`config.mk`:
```
export PLATFORM = sky130hd
export DESIGN_NAME = seq_multiplier
export DESIGN_NICKNAME = d
export VERILOG_FILES = /design/src/rtl/seq_multiplier.sv
export SDC_FILE = /design/constraint.sdc
export NUM_CORES = 1
export LEC_CHECK = 0
export ABC_AREA = 1
export CORE_MARGIN = 1.5
export CORE_UTILIZATION = 40
export DETAILED_ROUTE_END_ITERATION = 10
export MAX_ROUTING_LAYER = met4
export PLACE_DENSITY_LB_ADDON = 0.15
export SYNTH_ARGS = -nofsm -noshare
export SYNTH_HDL_FRONTEND = slang
export SYNTH_SLANG_ARGS = --single-unit
```
`constraint.sdc`:
```
create_clock -name clk -period 2.7 [get_ports clk]
set_input_delay 0.54 -clock clk [delete_from_list [all_inputs] [get_ports clk]]
set_output_delay 0.54 -clock clk [all_outputs]
set_load 0.01 [all_outputs]
```
`src/rtl/seq_multiplier.sv`:
```
// Sequential shift-and-add multiplier: N x N -> 2N bits, one partial product per clock.
// A single N-bit adder is reused every iteration. Signed mode multiplies magnitudes and
// negates the final product when the operand signs differ.
module seq_multiplier #(
  parameter int unsigned N      = 4,
  parameter bit          SIGNED = 1'b0
) (
  input  logic           clk,
  input  logic           rst_n,
  input  logic           start,
  input  logic [N-1:0]   a,
  input  logic [N-1:0]   b,
  output logic           busy,
  output logic           done,
  output logic [2*N-1:0] p
);

  localparam int unsigned CntW = $clog2(N + 1);
  localparam logic [CntW-1:0] CntInit = CntW'(N);
  localparam logic [CntW-1:0] CntOne  = CntW'(1);

  typedef enum logic [1:0] {StIdle, StRun, StDone} state_e;

  state_e         state_q;
  logic [N-1:0]   mcand_q;
  logic [N-1:0]   mplier_q;
  // {hi, lo}: hi[N] of the full accumulator is always zero after the shift, so only the
  // low 2N bits are stored.
  logic [2*N-1:0] acc_q;
  logic [CntW-1:0] cnt_q;
  logic           neg_q;

  logic [N-1:0]   mag_a;
  logic [N-1:0]   mag_b;
  logic [N-1:0]   addend;
  logic [N:0]     sum;
  logic [2*N-1:0] acc_d;
  logic [2*N-1:0] prod;
  // The bit shifted out of lo each iteration is discarded.
  logic           unused_lsb;

  assign unused_lsb = acc_q[0];

  // Operand magnitudes, one add-and-shift step, and the sign-corrected final product.
  always_comb begin
    mag_a  = (SIGNED && a[N-1]) ? -a : a;
    mag_b  = (SIGNED && b[N-1]) ? -b : b;
    addend = mplier_q[0] ? mcand_q : '0;
    sum    = {1'b0, acc_q[2*N-1:N]} + {1'b0, addend};
    acc_d  = {sum, acc_q[N-1:1]};
    prod   = neg_q ? -acc_d : acc_d;
  end

  // Control FSM and datapath registers; busy/done/p are registered outputs.
  always_ff @(posedge clk or negedge rst_n) begin
    if (!rst_n) begin
      state_q  <= StIdle;
      mcand_q  <= '0;
      mplier_q <= '0;
      acc_q    <= '0;
      cnt_q    <= '0;
      neg_q    <= 1'b0;
      busy     <= 1'b0;
      done     <= 1'b0;
      p        <= '0;
    end else begin
      unique case (state_q)
        StIdle, StDone: begin
          done <= 1'b0;
          if (start) begin
            mcand_q  <= mag_a;
            mplier_q <= mag_b;
            acc_q    <= '0;
            cnt_q    <= CntInit;
            neg_q    <= SIGNED & (a[N-1] ^ b[N-1]);
            busy     <= 1'b1;
            state_q  <= StRun;
          end else begin
            state_q <= StIdle;
          end
        end
        StRun: begin
          acc_q    <= acc_d;
          mplier_q <= mplier_q >> 1;
          cnt_q    <= cnt_q - CntOne;
          if (cnt_q == CntOne) begin
            p       <= prod;
            done    <= 1'b1;
            busy    <= 1'b0;
            state_q <= StDone;
          end
        end
        default: state_q <= StIdle;
      endcase
    end
  end

endmodule

```
**Yosys cells after proc, flatten, opt, wreduce, memory -nomap -nowiden**

Cells that the tools add are included.
Widths: inputs -> output; s select.

- Flip-flop bits (word level): 31
- Input bits: 11
- Output and inout bits: 10
- Logic and storage cells: 38

- Add/sub/neg operators: 2
- Eq/ne operators: 5
- Mux-type cells: 15
- Reductions and logical operators: 8

Operators by type and width:

| kind | count |
|---|---|
| $pmux 8 s2 | 1 |
| $mux 4 | 2 |
| $mux 8 | 1 |
| $pmux 4 s2 | 1 |
| $reduce_and 2->1 | 4 |
| $pmux 3 s2 | 1 |
| $add 4x4->5 | 1 |
| $mux 1 | 4 |
| $ne 2x2->1 const B | 2 |
| $pmux 1 s2 | 2 |
| $pmux 2 s2 | 1 |
| $eq 3x1->1 const B | 1 |
| $mux 3 | 1 |
| $reduce_and 3->1 | 1 |
| $sub 3x1->3 const B | 1 |
| $eq 2x1->1 const B | 1 |
| $eq 2x2->1 const B | 1 |
| $logic_not 2->1 | 1 |
| $mux 2 | 1 |
| $reduce_bool 2->1 | 1 |
| $reduce_or 2->1 | 1 |

**Logic depth before layout (Yosys ltp)**

- Word-level depth: 4
- Mapped depth: 8
- Mapped depth without buffers: 8

**Worst setup path after synthesis**

Ideal clock, no wire load.

- Path type: register -> register
- From: register mplier_q[0]
- To: register acc_q[7]
- Setup time: 0.116 ns
- Data arrival time: 1.359 ns
- Required time: 2.584 ns
- Setup slack: 1.225 ns
- Cell stages (with the launch flop): 9
- Buffers on the path: 0
- Period minus slack after synthesis: 1.475 ns
- Cell sequence: dfrtp_1 -> nand2_1 -> inv_1 -> ha_1 -> fa_1 -> a21oi_1 -> o21bai_1 -> nand2_1 -> nand2_1

- Word-level cells in the longest chain between the ends: 3

Ends and longest elaborated chain:

| what | RTL line | source |
|---|---|---|
| start: declaration | 26 | `logic [N-1:0] mplier_q;` |
| start signal: assignment | 72 | `mplier_q <= mag_b;` |
| start signal: assignment | 84 | `mplier_q <= mplier_q >> 1;` |
| $mux 4 | 48 | `addend = mplier_q[0] ? mcand_q : '0;` |
| $add 4x4->5 | 49 | `sum = {1'b0, acc_q[2*N-1:N]} + {1'b0, addend};` |
| $pmux 8 s2 | 67 | `unique case (state_q)` |
| end signal: assignment | 60 | `acc_q <= '0;` |
| end signal: assignment | 73 | `acc_q <= '0;` |
| end signal: assignment | 83 | `acc_q <= acc_d;` |
| end: declaration | 29 | `logic [2*N-1:0] acc_q;` |

Every way passes these cells.
A chain may end at the register's enable or synchronous reset.

**Worst setup path after layout**

- From: register p[5]
- To: output port p[5]

RTL lines:

| what | RTL line | source |
|---|---|---|
| start: declaration | 15 | `output logic [2*N-1:0] p` |
| start signal: assignment | 87 | `p <= prod;` |

No word-level cell between the ends.

==> flow_metrics.py <==
metrics = {
    "detailed_routing": {
        "dr_total_vias": 992,
        "detail_route.iter0.violations": 32,
        "drc_errors": 0,
        "vias_per_cell": 4.72,
        "ant_nets": 0,
        "drt_first_pass_iters": 4,
        "wl_per_cell_um": 11.2,
        "route.final.wire_length_mm": 2.35,
    },
    "clock_network": {
        "clock_sink_count": 30,
        "cts_buffers": 5,
        "clock_tree.htree_level_count": 2,
        "ctsHoldBuffers": 0,
        "cts.path.max_buffers": 2,
        "tritoncts": "done",
        "insertion_delay_ns": 0.33,
        "clock-root-buffer": "sky130_fd_sc_hd__clkbuf_4",
        "clk_pin_slew_ns": 0.08,
        "post_cts_resized": 0,
        "postCtsSetupBuffers": 0,
    },
    "yosys": {
        "synth.net_count": 156,
        "number_of_enable_flip_flop_cells_after_synthesis": 0,
        "netlist.top_cell.by_area": "sky130_fd_sc_hd__dfrtp_1",
        "synth_top_family_by_area": "simple AND/OR/NAND/NOR gates",
        "ys_dominant_reg_cell": "sky130_fd_sc_hd__dfrtp_1",
        "synthCells": 138,
        "synth-seq-cells": 30,
        "synth-compound-area-share_pct": 9.80,
        "synth_xor_xnor_area_share_pct": 0.629,
        "synth_cell_types": 23,
        "ys_top_cells_by_area": "sky130_fd_sc_hd__dfrtp_1 (54%), sky130_fd_sc_hd__nand2_1 (11%), sky130_fd_sc_hd__ha_1 (5.4%)",
        "synthMuxAreaShare_pct": 4.32,
        "syn_avg_cell_area_sq_um": 10.1,
        "post_synth_fa_ha_maj_area_fraction_pct": 6.83,
        "synth-async-reset-ratio_pct": 100,
        "synth_area_sq_um": 1390,
        "synth_largest_type_area_fraction_pct": 54.0,
        "yosysWarnings": 0,
        "ys_seq_area_share_pct": 54.0,
        "share_of_synthesized_cell_area_in_and_or_nand_and_nor_gates_pct": 17.7,
    },
    "sta": {
        "timing.final.crit_period_ns": 1.76,
        "final_hold_viol_count": 0,
        "timing.fmax_mhz": 569,
        "tns_ns": 0,
        "setup_viol_count_final": 0,
        "post-route-period-util_pct": 65.1,
        "number_of_pins_with_negative_max_slew_slack_in_the_final_report": 0,
        "unrepaired_setup_endpoints_after_global_routing": "no",
        "final_critical_path_setup_slack_ns": 0.941,
        "worstMarginPinSlew_ns": 0.451,
        "max_slew_margin_pct": 69.9,
        "clock-skew-final_ns": 0.00789,
    },
    "pwr": {
        "combinationalPowerShare_pct": 46.9,
        "total_power_mw": 1.88,
        "p_leak_nw": 0.857,
        "clockPowerShare_pct": 12.5,
        "p_sw_mw": 0.743,
        "sw_share_pct": 39.5,
        "power.ir.vdd_worst_mv": 0.482,
        "p_per_area_nw_per_um2": 1120,
        "internal-power_mw": 1.14,
        "seqPwrFrac_pct": 40.6,
    },
    "global_route": {
        "number_of_antenna_violations_at_the_first_check_in_global_routing": 0,
        "grt_pass1_vias": 875,
        "grt_pass1_wl_mm": 3.95,
        "gr-total-overflow": 0,
        "groute.usage.overall_pct": 15.5,
        "grt_start_max_net_pins": 31,
    },
    "placement": {
        "gp_congestion": 0.753,
        "placement.cell_area_sq_um": 1630,
        "dp_worst_setup_slack_ns": 0.752,
        "total_of_buffers_placed_on_input_and_output_ports": 20,
        "detailedPlacementHpwl_mm": 1.76,
    },
    "setup_path": {
        "critical_path_class": "reg2out",
        "cp_slowest_stage_delay_ns": 0.54,
        "critical_path.endpoint_type": "output port",
        "cp-endpoint": "p[5]",
        "worstSetupStartpoint": "p[5]$_DFFE_PN0P_",
        "crit_family": "buffers and inverters",
        "setup_slack_on_the_worst_flop_to_flop_path_ns": 1.09,
        "timing.critical_path.cells": "clkdlybuf4s50_1",
        "critical_path_buf_inv_count": 1,
        "worstSetupPathDepth": 1,
        "timing.rr.end": "p[7]$_DFFE_PN0P_",
        "cpMaxStageDelayCell": "sky130_fd_sc_hd__clkdlybuf4s50_1",
        "r2r.worst_path.cells": 8,
        "critical_path_peak_fanout": 2,
        "arrival_ns": 1.22,
        "reg_to_reg_critical_path_startpoint": "mplier_q[0]$_DFFE_PN0P_",
        "crit_required_ns": 2.16,
        "worstSetupStartpointType": "flop",
    },
    "layout": {
        "fill_cells": 319,
        "synthToLayoutAreaGrowth_pct": 20.7,
        "drive_gt1_share_pct": 14.0,
        "insertedDiodeCount": 0,
        "multi_input_comb_area_sq_um": 547,
        "nets": 182,
        "sequential_cell_area_sq_um": 751,
        "post-route-cell-area_sq_um": 1680,
    },
    "min_path": {
        "hold_path_class": "reg2reg",
    },
    "floorplan": {
        "design.portCount": 21,
        "die_area_sq_um": 3840,
        "die_w_um": 62.0,
        "placement_rows": 21,
        "start_util_pct": 41.7,
        "die_height_um": 62.0,
        "design.core.area_sq_um": 3340,
    },
    "status": {
        "status": "complete, no violations",
    },
    "run": {
        "maxCapViolCount": 0,
    },
}
[synthesized netlist by cell type (3+ instances only)]
library cell              number
sky130_fd_sc_hd__nand2_1      39
sky130_fd_sc_hd__dfrtp_1      30
sky130_fd_sc_hd__inv_1        15
sky130_fd_sc_hd__ha_1          6
sky130_fd_sc_hd__nand3_1       6
sky130_fd_sc_hd__o22ai_1       6
sky130_fd_sc_hd__o21ai_2       5
sky130_fd_sc_hd__inv_2         4
sky130_fd_sc_hd__mux2_4        4
sky130_fd_sc_hd__o21ai_1       4
sky130_fd_sc_hd__a21oi_1       3
sky130_fd_sc_hd__nor2_1        3
[power by group through the flow]
| stage | Clock (mW) | Sequential [mW] | Combinational (mW) |
|---|---|---|---|
| after global placement | 0 | 0.766 | 0.879 |
| final | 0.234 | 0.764 | 0.881 |
| after detailed placement | 0 | 0.772 | 0.897 |
| after CTS | 0.248 | 0.765 | 0.899 |
| after floorplan | 0 | 0.777 | 0.617 |
| after global routing | 0.271 | 0.787 | 1.02 |
[registers in the layout (all words and copies together) (netlist names)]
signal / flops
acc_q: 7
busy: 1
cnt_q: 3
done: 1
mcand_q: 4
mplier_q: 4
p: 8
state_q: 2
[cells by family after synthesis]
logic type / Yosys count
AND/OR/NAND/NOR: 54
adder cells (fa/ha/maj): 7
multiplexers: 4
flip-flops: 30
AO/OA/AOI/OAI: 21
buffers and inverters: 21
XOR/XNOR: 1
[layout by cell type, fill, tap and decap left out, drive strengths merged]
cell type,netlist,routed
nand2,41,41
dfrtp,30,30
clkdlybuf4s50,0,20
inv,19,19
o21ai,10,10
clkbuf,0,7
nand3,6,6
o22ai,6,6
ha,6,6
nor2,5,5
mux2,4,4
a21oi,3,3
nor3,2,2
o21bai,1,1
a21boi,1,1
xor2,1,1
fa,1,1
buf,2,1
[area by class of cell]
type,count,area share (%)
Sequential cell,30,44.7
Multi-Input combinational cell,87,32.6
Clock buffer,7,2.68
Inverter,19,4.25
Tap cell,46,3.43
Timing Repair Buffer,21,12.4
[how the worst min path moves through the flow]
stage                startpoint              endpoint  slack, ns  cells past startpoint
2_1_floorplan             rst_n  acc_q[1]$_DFFE_PN0P_       0.24                      0
3_3_place_gp   p[5]$_DFFE_PN0P_      p[5]$_DFFE_PN0P_       0.46                      2
3_5_place_dp   p[5]$_DFFE_PN0P_      p[5]$_DFFE_PN0P_       0.46                      2
4_1_cts        p[5]$_DFFE_PN0P_      p[5]$_DFFE_PN0P_       0.48                      2
5_1_grt        p[5]$_DFFE_PN0P_      p[5]$_DFFE_PN0P_       0.50                      2
6_report       busy$_DFFE_PN0P_      busy$_DFFE_PN0P_       0.48                      2
[stage by stage]
step | utilization, % | instances | hold slack (ns)
floorplan | - | 138 | 0.244
global placement | 49.0 | 203 | 0.459
detailed placement | 49.0 | 203 | 0.458
CTS | 50.3 | 210 | 0.479
global route | 50.3 | 210 | 0.496
finish | 50.3 | 210 | 0.475
[layer usage]
| layer | vias to the layer above | wire length (um) | track usage [%] |
|---|---|---|---|
| met5 | - | 0 | - |
| met3 | 7 | 140 | 6.21 |
| met1 | 460 | 1040 | 19.0 |
| met2 | 27 | 1100 | 21.6 |
| met4 | 0 | 60 | 8.81 |
| li1 | 498 | - | - |
(Power assumes the default switching activity.)
